## config.mk

```make
export PLATFORM = sky130hd
export DESIGN_NAME = store_monitor
export DESIGN_NICKNAME = d
export VERILOG_FILES = /design/src/rtl/store_monitor_pkg.sv /design/src/rtl/store_fifo.sv /design/src/rtl/store_monitor.sv
export SDC_FILE = /design/constraint.sdc
export NUM_CORES = 1
export LEC_CHECK = 0
export ABC_AREA = 1
export BUFFER_PORTS_ARGS = -buffer_cell sky130_fd_sc_hd__buf_4
export CORE_ASPECT_RATIO = 0.8
export CORE_MARGIN = 2
export CORE_UTILIZATION = 30
export DETAILED_ROUTE_END_ITERATION = 8
export GPL_ROUTABILITY_DRIVEN = 0
export SLEW_MARGIN = 20
export SYNTH_ARGS = -nofsm -noshare
export SYNTH_HDL_FRONTEND = slang
export SYNTH_SLANG_ARGS = --single-unit
```

## constraint.sdc

```tcl
create_clock -name clk -period 7.2 [get_ports clk]
set_input_delay 1.44 -clock clk [delete_from_list [all_inputs] [get_ports clk]]
set_output_delay 1.44 -clock clk [all_outputs]
set_load 0.02 [all_outputs]
```

## src/rtl/store_monitor_pkg.sv

```systemverilog
// Shared types and widths for the CPU store monitor and its FIFO.
package store_monitor_pkg;

    localparam int STORE_CNT_W = 16;
    localparam int DROP_CNT_W  = 8;
    // Widest address/data the FIFO element can carry; narrower N is zero-extended.
    localparam int MAX_W       = 64;

    typedef struct packed {
        logic [MAX_W-1:0] addr;
        logic [MAX_W-1:0] data;
    } store_t;

    typedef enum logic {
        ARMED   = 1'b0,
        MATCHED = 1'b1
    } match_state_t;

endpackage

```

## src/rtl/store_fifo.sv

```systemverilog
// Synchronous FIFO of captured stores; DEPTH must be a power of two so pointers wrap naturally.
module store_fifo
    import store_monitor_pkg::*;
#(
    parameter int  DEPTH = 8,
    parameter type T     = store_t
) (
    input  logic clk,
    input  logic reset,
    input  logic push,
    input  logic pop,
    input  T     wr_item,
    output T     rd_item,
    output logic full,
    output logic empty
);

    localparam int AW = $clog2(DEPTH);

    T               mem [DEPTH];
    logic [AW-1:0]  wr_ptr;
    logic [AW-1:0]  rd_ptr;
    logic [AW:0]    count;
    logic           do_push;
    logic           do_pop;

    // A push into a full FIFO is allowed only when a pop frees the slot on the same edge.
    assign do_pop  = pop && !empty;
    assign do_push = push && (!full || do_pop);

    always_ff @(posedge clk or negedge reset) begin
        if (!reset) begin
            wr_ptr <= '0;
            rd_ptr <= '0;
            count  <= '0;
        end else begin
            if (do_push) wr_ptr <= wr_ptr + 1'b1;
            if (do_pop)  rd_ptr <= rd_ptr + 1'b1;
            case ({do_push, do_pop})
                2'b10:   count <= count + 1'b1;
                2'b01:   count <= count - 1'b1;
                default: count <= count;
            endcase
        end
    end

    always_ff @(posedge clk) begin
        if (do_push) mem[wr_ptr] <= wr_item;
    end

    assign rd_item = mem[rd_ptr];
    assign full    = (count == (AW+1)'(DEPTH));
    assign empty   = (count == '0);

endmodule

```

## src/rtl/store_monitor.sv

```systemverilog
// Captures CPU stores into a FIFO, flags a target store, and counts accepted/dropped stores.
module store_monitor
    import store_monitor_pkg::*;
#(
    parameter int             N          = 32,
    parameter int             DEPTH      = 8,
    parameter logic [N-1:0]   MATCH_ADDR = 32'd84,
    parameter logic [N-1:0]   MATCH_DATA = 32'h96
) (
    input  logic                   clk,
    input  logic                   reset,
    input  logic                   memwrite,
    input  logic [N-1:0]           dataadr,
    input  logic [N-1:0]           writedata,
    output logic                   out_valid,
    input  logic                   out_ready,
    output logic [N-1:0]           out_addr,
    output logic [N-1:0]           out_data,
    output logic                   match,
    output logic                   overflow,
    output logic [STORE_CNT_W-1:0] store_count,
    output logic [DROP_CNT_W-1:0]  drop_count,
    output logic                   dbg_match_state
);

    // Output handshake: the head transfers on a posedge with out_valid=1 and out_ready=1;
    // out_valid never depends on out_ready, and the head holds while out_ready=0.

    logic         store_v;
    logic         pop;
    logic         push;
    logic         drop;
    logic         hit;
    logic         full;
    logic         empty;
    store_t       wr_item;
    store_t       rd_item;
    match_state_t state_q;
    match_state_t state_d;

    // An unknown strobe must not create a store.
    assign store_v   = (memwrite === 1'b1);
    assign out_valid = !empty;
    assign pop       = out_valid && out_ready;
    assign push      = store_v && (!full || pop);
    assign drop      = store_v && full && !pop;
    assign hit       = store_v && (dataadr == MATCH_ADDR) && (writedata == MATCH_DATA);

    always_comb begin
        wr_item                = '0;
        wr_item.addr[N-1:0]    = dataadr;
        wr_item.data[N-1:0]    = writedata;
    end

    store_fifo #(
        .DEPTH (DEPTH),
        .T     (store_t)
    ) u_fifo (
        .clk     (clk),
        .reset   (reset),
        .push    (push),
        .pop     (pop),
        .wr_item (wr_item),
        .rd_item (rd_item),
        .full    (full),
        .empty   (empty)
    );

    assign out_addr = empty ? '0 : rd_item.addr[N-1:0];
    assign out_data = empty ? '0 : rd_item.data[N-1:0];

    always_ff @(posedge clk or negedge reset) begin
        if (!reset) begin
            store_count <= '0;
            drop_count  <= '0;
            overflow    <= 1'b0;
        end else begin
            if (push && (store_count != '1)) store_count <= store_count + 1'b1;
            if (drop && (drop_count != '1))  drop_count  <= drop_count + 1'b1;
            if (drop)                        overflow    <= 1'b1;
        end
    end

    always_ff @(posedge clk or negedge reset) begin
        if (!reset) state_q <= ARMED;
        else        state_q <= state_d;
    end

    // A hit counts even when the store itself is dropped; MATCHED holds until reset.
    always_comb begin
        state_d = state_q;
        case (state_q)
            ARMED:   if (hit) state_d = MATCHED;
            MATCHED: state_d = MATCHED;
            default: state_d = ARMED;
        endcase
    end

    assign match           = (state_q == MATCHED);
    assign dbg_match_state = state_q;

endmodule

```

## Yosys cells after proc, flatten, opt, wreduce, memory -nomap -nowiden

Memory sizes are Yosys's and may differ from the RTL's.
Cells that the tools add are included.

- Add/subtract/negate cells: 6
- Bitwise operators: 1
- Reduce and logical (&&, ||, !) cells: 17
- Mux-type cells: 7
- Equal/unequal tests: 8

Operators by type and width:

| operator | number |
|---|---|
| 32-bit 2-to-1 mux | 2 |
| 32-bit by 7-bit == test with 1-bit output, second input constant | 1 |
| 32-bit by 8-bit == test with 1-bit output, second input constant | 1 |
| 16-bit by 1-bit adder with 16-bit output, second input constant | 1 |
| 16-bit != test, second input constant | 1 |
| 1-bit logical AND | 10 |
| 8-bit by 1-bit adder with 8-bit output, second input constant | 1 |
| 8-bit != test, second input constant | 1 |
| 4-bit one-hot mux with 2 select lines | 1 |
| 3-bit by 1-bit adder with 3-bit output, second input constant | 2 |
| 4-bit by 1-bit adder with 4-bit output, second input constant | 1 |
| 4-bit == test, second input constant | 1 |
| 4-bit zero test | 1 |
| 4-bit by 1-bit subtractor with 4-bit output, second input constant | 1 |
| 1-bit zero test | 3 |
| 1-bit 2-to-1 mux | 3 |
| 2-bit by 1-bit == test with 1-bit output, second input constant | 1 |
| 2-bit == test, second input constant | 1 |
| 1-bit logical OR | 2 |
| 1-bit one-hot mux with 2 select lines | 1 |
| 2-bit nonzero test | 1 |
| 1-bit case equality test, second input constant | 1 |
| 1-bit NOT | 1 |

- Memory bits (writable): 512
- Flip-flop bits (word level): 36
- Word-level logic and storage cells: 47
- Memories kept: 1

Memory list:

| memory | words | bits a word | rd ports | clocked after memory_dff | wr ports | RTL line | source |
|---|---|---|---|---|---|---|---|
| u_fifo.mem | 8 | 64 | 1 | 0 | 1 | store_fifo.sv:20 | `T mem [DEPTH];` |

## Logic depth before layout (Yosys ltp)

Gate-level depths: netlist of the first run.

- Depth after elaboration: 8
- Depth in mapped cells: 13
- Gate-level depth less buffers: 13

## By module

Synthesis of the first run repeated with hierarchy kept, for this count alone.

- Cell total of the unflattened synthesis: 3,356
- Area, all modules: 42,654.7 um2

By module, submodules not included:

| module | seq. area each (um2) | area each (um2) | cells each | times used |
|---|---|---|---|---|
| store_fifo | 30,999.7 | 40,322.4 | 2,950 | 1 |
| store_monitor | 650.6 | 2,332.2 | 406 | 1 |

## Worst setup path after synthesis of the first run

Ideal clock, no wire load.

- Path type: in2reg
- From: in out_ready
- To: mem u_fifo.mem[0][0] (netlist name), enable pin
- Buffers on the path: 0
- Slack: 2.008 ns
- Cell stages on the path: 5
- Required time: 6.714 ns
- Arrival: 4.706 ns
- Path through: nor2_1 -> nand3_1 -> nand2_2 -> or2_2 -> nor2_1

- Word-level cells in the longest chain between the ends: 6
- Elaborated cells between the ends (all ways): 8

Ends and longest elaborated chain:

| element | RTL line | source |
|---|---|---|
| start: declaration | store_monitor.sv:16 | `input logic out_ready,` |
| 1-bit logical AND (*) | store_monitor.sv:44 | `assign pop = out_valid && out_ready;` |
| 1-bit logical OR / 1-bit logical AND (equally long branches) | store_monitor.sv:45, store_fifo.sv:28 |  |
| 1-bit logical AND / 1-bit logical OR (equally long branches) | store_monitor.sv:45, store_fifo.sv:29 |  |
| 1-bit logical AND (*) | store_fifo.sv:29 | `assign do_push = push && (!full \|\| do_pop);` |
| 1-bit 2-to-1 mux (*) | store_fifo.sv:48 | `if (do_push) mem[wr_ptr] <= wr_item;` |
| 1-bit 2-to-1 mux (implied by the code) (*) | store_fifo.sv:48 |  |
| end: declaration | store_fifo.sv:20 |  |

Mark *: on every way between the ends. The rest lies on a longest branch, timed or not.

## Worst setup path in the final report of the first run

- From: reg u_fifo.rd_ptr[0]
- To: out out_addr[16]

- Word-level cells in the longest chain between the ends: 2

Ends and longest elaborated chain:

| element | RTL line | source |
|---|---|---|
| start: declaration | store_fifo.sv:22 | `logic [AW-1:0] rd_ptr;` |
| start signal: assignment | store_fifo.sv:38 | `if (do_pop) rd_ptr <= rd_ptr + 1'b1;` |
| memory 8 x 64 bit | n/a |  |
| 32-bit 2-to-1 mux | store_monitor.sv:69 | `assign out_addr = empty ? '0 : rd_item.addr[N-1:0];` |
| end: declaration | store_monitor.sv:17 | `output logic [N-1:0] out_addr,` |

Every way passes these cells.

==> results of run 1 <==
worst reg2reg max path, delay by kind of cell (launching register included):
family	cells	cell delay (ns)
flip-flops	1	0.42
AND/OR/NAND/NOR	5	1.35
buffers and inverters	2	0.97
where the power goes:
part           total, W  internal [W]  switching [W]
combinational   0.00416       0.00134        0.00282
sequential      0.00423       0.00396       0.000275
clock           0.00288       0.00167        0.00122
total            0.0113       0.00696        0.00431
worst max path at each step:
| stage | start | end | slack [ns] |
|---|---|---|---|
| after global routing | u_fifo.rd_ptr[0] | out_addr[16] | 1.56 |
| after detailed placement | u_fifo.rd_ptr[0] | out_addr[16] | 2.34 |
| after CTS | u_fifo.rd_ptr[0] | out_addr[16] | 1.66 |
| after global placement | u_fifo.rd_ptr[0] | out_addr[16] | 2.42 |
| after floorplan | out_ready | u_fifo.mem[0][0] | 2.01 |
| final | u_fifo.rd_ptr[0] | out_addr[16] | 1.88 |
state kept, by name, summed over array words and instances (netlist names):
signal,count
u_fifo.mem,512
drop_count,8
u_fifo.rd_ptr,3
overflow,1
dbg_match_state,1
u_fifo.wr_ptr,3
u_fifo.count,4
store_count,16
area by class of cell:
| type | count | area [µm²] |
|---|---|---|
| Tap cell | 1001 | 1250 |
| Inverter | 33 | 131 |
| Sequential cell | 548 | 16300 |
| Clock buffer | 74 | 1510 |
| Clock inverter | 33 | 328 |
| Multi-Input combinational cell | 1170 | 5420 |
| Timing Repair Buffer | 179 | 1440 |
| Antenna cell | 1 | 2.50 |
| Fill cell | 7175 | 47400 |
per-layer routing:
metal,up-vias,GRT usage [%]
li1,6869,-
met4,12,3.58
met1,7181,20.4
met3,80,3.56
met5,-,0
met2,414,22.4
Yosys cell counts (all sizes together):
cell type	n
o21ai	272
a21oi	1
edfxtp	512
nand2	192
dfrtp	36
nand3b	2
inv	33
xor2	7
buf	48
nand4	5
xnor2	12
o211ai	64
o22ai	64
ha	7
nand3	20
or2	3
nor2	521
clkbuf	61
logic make-up after synthesis:
family | synth area share [%]
compound gates | 10.1
simple gates | 12.7
buf+inv | 3.24
flops | 72.8
fa+ha+maj | 0.392
xor+xnor | 0.745
per-stage QoR:
| step | setup slack, ns | utilization, % | power (W) | std cells | hold slack [ns] |
|---|---|---|---|---|---|
| 2_1_floorplan | 2.01 | - | 0.00692 | 1860 | 0.493 |
| 3_3_place_gp | 2.42 | 33.1 | 0.00842 | 2926 | 0.500 |
| 3_5_place_dp | 2.34 | 33.2 | 0.00851 | 2930 | 0.506 |
| 4_1_cts | 1.66 | 35.7 | 0.0114 | 3037 | 0.521 |
| 5_1_grt | 1.56 | 35.8 | 0.0120 | 3038 | 0.542 |
| 6_report | 1.88 | 35.8 | 0.0113 | 3039 | 0.505 |
cell usage in the layout, fill, tap and decap left out, drive strengths merged:
cell type / netlist / layout
clkinvlp: 0 / 1
buf: 48 / 179
or2: 3 / 3
xnor2: 12 / 12
ha: 7 / 7
o22ai: 64 / 64
diode: 0 / 1
bufinv: 0 / 5
inv: 33 / 36
o211ai: 64 / 64
dfrtp: 36 / 36
edfxtp: 512 / 512
xor2: 7 / 7
nor2: 521 / 521
o21ai: 272 / 272
nand3: 20 / 20
clkinv: 0 / 24
nand4: 5 / 5
a21oi: 1 / 1
clkbuf: 61 / 74
nand2: 192 / 192
nand3b: 2 / 2
==> results.yml, run 1 <==
place:
  portBuffers: 159
  hpwl_mm: 31.2
  place_area_um2: 24500
routing:
  via_per_inst: 4.79
  avgRoutedWirePerCell_um: 18.7
  routed_wirelength_mm: 56.7
  met2WireLength_mm: 25.4
  wl_met1_mm: 26.4
  drcViolationCount: 0
  via_count: 14556
  route.antenna.remaining_nets: 0
  drtPass1Iterations: 5
  first_iter_violations: 1046
  dr.max_layer_used: "met5"
  wl_met3_mm: 3.90
critical_path:
  r2r_start: "u_fifo.count[1]"
  r2r_cells: 7
  crit_type: "flop to output port"
  crit_chain: "buf_16 > inv_8 > buf_4 > o21ai_0 > o211ai_1 > nand2_1 > nor2_1 > buf_4"
  endpoint_kind: "output port"
  r2r_end: "u_fifo.mem[1][14]"
  critical_path_required_ns: 5.76
  reg2reg_setup_slack_ns: 4.07
  worst_path_most_repeated_cell: "buf_4"
  worstSetupStartpointType: "flop"
  crit_buf_inv: 4
  crit_arrival_ns: 3.88
  critPathMaxStageDelay_ns: 0.70
  crit_slowest_cell: "buf_4"
  path_depth: 8
  crit_fanout: 189
  critical_path.top_delay_family: "buffers and inverters"
logic_synthesis:
  synth_seq_cells: 548
  ys_warn_count: 0
  synth_top_cell_by_area: "edfxtp_1"
  synth.area.top_cells: "edfxtp_1 (69%), nor2_1 (8.7%), o21ai_0 (6.0%)"
  netlist_area_um2: 22300
  synth_cells: 1860
  syn_avg_cell_area_um2: 12.0
  yosysSeqAreaShare_pct: 72.8
  synth_cell_type_count: 27
  synth.net_count: 1935
  synth.top_cell.area_share_pct: 68.8
die:
  pin_count: 160
  initial_utilization_pct: 30.3
  rows: 89
  core-area_um2: 73700
  die_h_um: 248
  fp.dieW_um: 309
  dieArea_um2: 76700
clocking:
  clkTransAtPathRegs_ns: 0.06
  cts_tree: "yes"
  clk_latency_ns: 0.62
  cts_resized: 0
  post_cts_buffers: 0
  clockBufferDepth: 3
  htree_levels: 2
  cts-root-buf: "clkbuf_16"
  cts_sinks: 548
  cts_hold_buf: 0
  cts-buffers-inserted: 58
timing:
  fmax_mhz: 188
  fin_tns_setup_ns: 0
  grt_setup_unrepaired: "no"
  setup_viol: 0
  final-hold-violation-count: 0
  min_period_ns: 5.32
  min_period_over_period_pct: 73.9
  tightest_slew_ns: 1.11
  slew_violations: 0
  skew_ns: 0.0251
  max-slew-margin-rel_pct: 25.7
global_route:
  grt_pass1_vias: 14085
  grt_max_degree: 190
  grtUsageTotal_pct: 14.5
  grt_overflow: 0
  grt_pass1_wl_mm: 84.9
  antenna_found_initial: 7
run:
  max_cap_viol_count: 0
pwr:
  ir_worst_vdd_v: 0.000238
  p_leak_nw: 9.16
  powerDensity_nw_per_um2: 428
status:
  outcome: "finished, final reports clean"
finish:
  drive_above_1_share_pct: 13.5
  syn_to_final_growth_pct: 18.0
  fin_area_um2: 26400
  final_nets: 2065
worst_hold_path:
  hold_path.class: "flop to flop"
  hold_depth: 1
  min_from: "overflow"
  min_to: "overflow"
Note: power is estimated with default switching activity, not from simulation.
==> run 2: changes to the inputs <==
==> constraint.sdc (replaced) <==
create_clock -name clk -period 5.17 [get_ports clk]
set_input_delay 1.034 -clock clk [delete_from_list [all_inputs] [get_ports clk]]
set_output_delay 1.034 -clock clk [all_outputs]
set_load 0.02 [all_outputs]
==> run 2 against run 1 <==
Core utilization increased by 0.080 points. Register-to-register slack got worse by 1.7 ns. Power is 39% higher. Highest routed layer unchanged. Critical path type unchanged. Routed wire length grew 1.1%. Critical endpoint is now out_data[29]. Critical path depth unchanged.
==> results.yml, run 2 (synthesized netlist as in run 1, its figures left out) <==
timing:
  fmax_mhz: 219
  setup_viol: 0
  slew_violations: 0
  grt_setup_unrepaired: "no"
  max-slew-margin-rel_pct: 34.6
  skew_ns: 0.0240
  min_period_ns: 4.56
  tightest_slew_ns: 0.980
  fin_tns_setup_ns: 0
  min_period_over_period_pct: 88.2
  final-hold-violation-count: 0
finish:
  multi_input_area_um2: 5420
  final_cell_mix: "nor2_1 (512), edfxtp_1 (512), o21ai_0 (265)"
  final_nets: 2070
  top_regs: "u_fifo.mem x512, store_count x16, drop_count x8"
  drive_above_1_share_pct: 13.7
  fill_cells: 7158
  antenna_cells: 0
  top_register: "u_fifo.mem"
  regArea_um2: 16300
  largest_reg_flops: 512
  syn_to_final_growth_pct: 18.3
routing:
  via_count: 14591
  via_per_inst: 4.79
  drtPass1Iterations: 5
  avgRoutedWirePerCell_um: 18.8
  drcViolationCount: 0
  first_iter_violations: 1069
  routed_wirelength_mm: 57.4
  route.antenna.remaining_nets: 0
global_route:
  grtUsageTotal_pct: 14.7
  grt_overflow: 0
  grt_pass1_wl_mm: 86.2
  antenna_found_initial: 5
  grt_max_degree: 194
  grt_pass1_vias: 14034
critical_path:
  critical_path_required_ns: 4.14
  reg2reg_setup_slack_ns: 2.39
  crit_start: "u_fifo.rd_ptr[0]"
  worstSetupStartpointType: "flop"
  endpoint_kind: "output port"
  crit_type: "flop to output port"
  crit_fanout: 84
  crit_arrival_ns: 3.52
  r2r_cells: 7
  r2r_start: "u_fifo.count[0]"
  r2r_end: "u_fifo.mem[1][8]"
die:
  die_h_um: 248
  pin_count: 160
  fp.dieW_um: 309
  core-area_um2: 73700
  dieArea_um2: 76700
  rows: 89
  initial_utilization_pct: 30.3
place:
  portBuffers: 159
  hpwl_mm: 31.9
clocking:
  cts_sinks: 548
  clkTransAtPathRegs_ns: 0.06
  cts_resized: 0
  clk_latency_ns: 0.62
  cts-root-buf: "clkbuf_16"
  htree_levels: 2
  cts_tree: "yes"
  cts_hold_buf: 0
  cts-buffers-inserted: 57
  post_cts_buffers: 0
  clockBufferDepth: 3
pwr:
  p_leak_nw: 9.18
  powerDensity_nw_per_um2: 595
  power_w: 0.0157
  ir_worst_vdd_v: 0.000405
run:
  max_cap_viol_count: 0
worst_hold_path:
  hold_path.class: "primary input to async pin"
status:
  outcome: "finished, final reports clean"
## run 2: cell type report
class                      count  area share (%)
sequential                   548            61.6
multi-input combinational   1170            20.5
timing repair buffer         185            5.73
clock buffer                  67            5.54
tap                         1001            4.74
clock inverter                40            1.37
inverter                      33           0.497
## run 2: stage by stage
step | hold WS (ns) | cell area (µm²) | instances | utilization (%) | worst slack [ns]
2_1_floorplan | 0.493 | 22300 | 1860 | - | 0.384
3_3_place_gp | 0.481 | 24600 | 2937 | 33.4 | 1.18
3_5_place_dp | 0.493 | 24600 | 2937 | 33.4 | 1.22
4_1_cts | 0.383 | 26400 | 3044 | 35.8 | 0.538
5_1_grt | 0.413 | 26400 | 3044 | 35.8 | 0.339
6_report | 0.396 | 26400 | 3044 | 35.8 | 0.613
## run 2: worst max-delay path by stage
stage	endpoint	cells past startpoint	slack, ns
2_1_floorplan	u_fifo.mem[0][0]	5	0.38
3_3_place_gp	out_data[29]	8	1.18
3_5_place_dp	out_data[29]	8	1.22
4_1_cts	out_data[29]	8	0.54
5_1_grt	out_data[29]	8	0.34
6_report	out_data[29]	8	0.61
## run 2: report_power, final
part | internal [W] | switching [W] | total (W)
Combinational | 0.00189 | 0.00395 | 0.00584
Sequential | 0.00550 | 0.000386 | 0.00589
Clock | 0.00232 | 0.00168 | 0.00400
## run 2: metal layers
metal | share of wire [%] | up-vias | GRT usage, %
li1 | - | 6889 | -
met1 | 46 | 7216 | 20.6
met2 | 46 | 375 | 23.3
met3 | 5.9 | 101 | 2.84
met4 | 2.2 | 10 | 4.20
met5 | 0.092 | - | 0
## run 2: critical path: stages (launching register included)
cell and delay, ns:
dfrtp_4 1.04, buf_4 0.71, nor2_1 0.11, nor2_1 0.10, o21ai_0 0.10, o211ai_1 0.13, nand2_1 0.07, nor2_1 0.35
buf_4 0.22
==> run 3: changes to the inputs <==
--- a/config.mk
+++ b/config.mk
@@ -7,11 +7,14 @@
 export LEC_CHECK = 0
 export ABC_AREA = 1
 export BUFFER_PORTS_ARGS = -buffer_cell sky130_fd_sc_hd__buf_4
+export CELL_PAD_IN_SITES_DETAIL_PLACEMENT = 1
+export CELL_PAD_IN_SITES_GLOBAL_PLACEMENT = 1
 export CORE_ASPECT_RATIO = 0.8
 export CORE_MARGIN = 2
 export CORE_UTILIZATION = 30
 export DETAILED_ROUTE_END_ITERATION = 8
 export GPL_ROUTABILITY_DRIVEN = 0
+export PLACE_DENSITY_LB_ADDON = 0.1
 export SLEW_MARGIN = 20
 export SYNTH_ARGS = -nofsm -noshare
 export SYNTH_HDL_FRONTEND = slang
==> run 3 against run 2 <==
Fmax increased by 6.1%. Critical path depth fell by 2. Routed wire length up 13%. Combinational power up 2%. Critical endpoint is now out_addr[1]. Largest cell class unchanged.
==> results.yml, run 3 (synthesized netlist as in run 1, its figures left out) <==
status:
  outcome: "finished, final reports clean"
finish:
  top_register: "u_fifo.mem"
  syn_to_final_growth_pct: 18.4
  top_regs: "u_fifo.mem x512, store_count x16, drop_count x8"
  fill_cells: 7999
  final_cell_mix: "nor2_1 (512), edfxtp_1 (512), o21ai_0 (266)"
  drive_above_1_share_pct: 14.0
  largest_reg_flops: 512
  final_nets: 2077
global_route:
  grt_pass1_vias: 15368
  grt_max_degree: 161
  grtUsageTotal_pct: 16.9
  grt_util_met2_pct: 27.6
  use_met3_pct: 2.50
  grt_pass1_wl_mm: 98.1
  use_met1_pct: 23.9
  antenna_found_initial: 3
  busiest_layer: "met2"
  grt_overflow: 0
die:
  dieArea_um2: 76700
  core-area_um2: 73700
  rows: 89
  fp.dieW_um: 309
  die_h_um: 248
  initial_utilization_pct: 30.3
  pin_count: 160
timing:
  fin_hold_ws_ns: 0.415
  slew_violations: 0
  final-hold-violation-count: 0
  setup_viol: 0
  skew_ns: 0.0295
  grt_setup_unrepaired: "no"
  min_period_over_period_pct: 83.1
  fmax_mhz: 233
  max-slew-margin-rel_pct: 33.8
  fin_tns_setup_ns: 0
  min_period_ns: 4.29
  tightest_slew_ns: 0.992
critical_path:
  crit_slowest_cell: "dfrtp_4"
  crit_arrival_ns: 3.26
  worst_path_most_repeated_cell: "buf_4"
  critPathMaxStageDelay_ns: 0.93
  endpoint_kind: "output port"
  worstSetupStartpointType: "flop"
  r2r_start: "u_fifo.count[2]"
  crit_chain: "buf_4 > o21ai_0 > o211ai_1 > nand2_1 > nor2_1 > buf_4"
  crit_type: "flop to output port"
  crit_start: "u_fifo.rd_ptr[1]"
  critical_path_required_ns: 4.14
  crit_fanout: 60
place:
  portBuffers: 159
  hpwl_mm: 35.5
pwr:
  powerDensity_nw_per_um2: 602
  p_leak_nw: 9.22
  ir_worst_vdd_v: 0.000461
clocking:
  cts_tree: "yes"
  cts-buffers-inserted: 59
  clk_latency_ns: 0.63
  cts-root-buf: "clkbuf_16"
  htree_levels: 2
  post_cts_buffers: 0
  clkTransAtPathRegs_ns: 0.06
  cts_sinks: 548
  clockBufferDepth: 3
  cts_hold_buf: 0
  cts_resized: 0
routing:
  routed_wirelength_mm: 65.0
  drcViolationCount: 0
  via_per_inst: 4.79
  first_iter_violations: 862
  drtPass1Iterations: 5
  route.antenna.remaining_nets: 0
  avgRoutedWirePerCell_um: 21.3
  via_count: 14612
worst_hold_path:
  hold_path.class: "primary input to async pin"
run:
  max_cap_viol_count: 0
-- run 3: cell types whose count changed in the layout (fill, tap and decap cells not counted), moves of 3 or more --
cell and change:
clkbuf_1 +4, clkbuf_16 +3, clkinv_1 -4, clkinv_2 +6, buf_4 +6
-- run 3: per-layer routing --
layer,wire length [µm],share of wire (%)
met1,31400,48
met2,30300,47
met3,2180,3.4
met4,1110,1.7
met5,0,0
-- run 3: critical path, delay by kind of cell (launching register included) --
kind            cells  cell delay, ns
compound gates      2            0.37
flops               1            0.93
simple gates        2            0.52
buf+inv             2            0.81
-- run 3: path summary, 6_finish.rpt --
check / endpoint / slack [ns] / cells past startpoint
hold reg to reg: overflow / 0.51 / 1
hold / removal: dbg_match_state / 0.41 / 1
min in group clk: overflow / 0.51 / 1
setup / recovery: out_addr[1] / 0.88 / 6
max in group asynchronous: u_fifo.rd_ptr[1] / 4.33 / 1
setup reg to reg: u_fifo.count[2] / 2.28 / 12
-- run 3: final cells by class --
cell class | instances | area (µm²) | share of cell area (%)
Antenna cell | 1 | 2.50 | 0.00946
Clock buffer | 74 | 1550 | 5.87
Clock inverter | 34 | 274 | 1.04
Inverter | 33 | 129 | 0.487
Multi-Input combinational cell | 1170 | 5420 | 20.5
Sequential cell | 548 | 16300 | 61.6
Tap cell | 1001 | 1250 | 4.73
Timing Repair Buffer | 190 | 1540 | 5.82
-- run 3: power breakdown --
group,internal (W),switching (W)
Clock,0.00231,0.00176
Combinational,0.00191,0.00404
Sequential,0.00550,0.000410
Total,0.00972,0.00621
-- run 3: per-stage QoR --
step           power (W)  setup slack, ns  instances  cell area [µm²]  util, %
2_1_floorplan    0.00964            0.384       1860            22300        -
3_3_place_gp      0.0121             1.45       2942            24600     33.4
3_5_place_dp      0.0121             1.48       2942            24600     33.4
4_1_cts           0.0163            0.808       3050            26500     35.9
5_1_grt           0.0170            0.625       3050            26500     35.9
6_report          0.0159            0.876       3051            26500     35.9
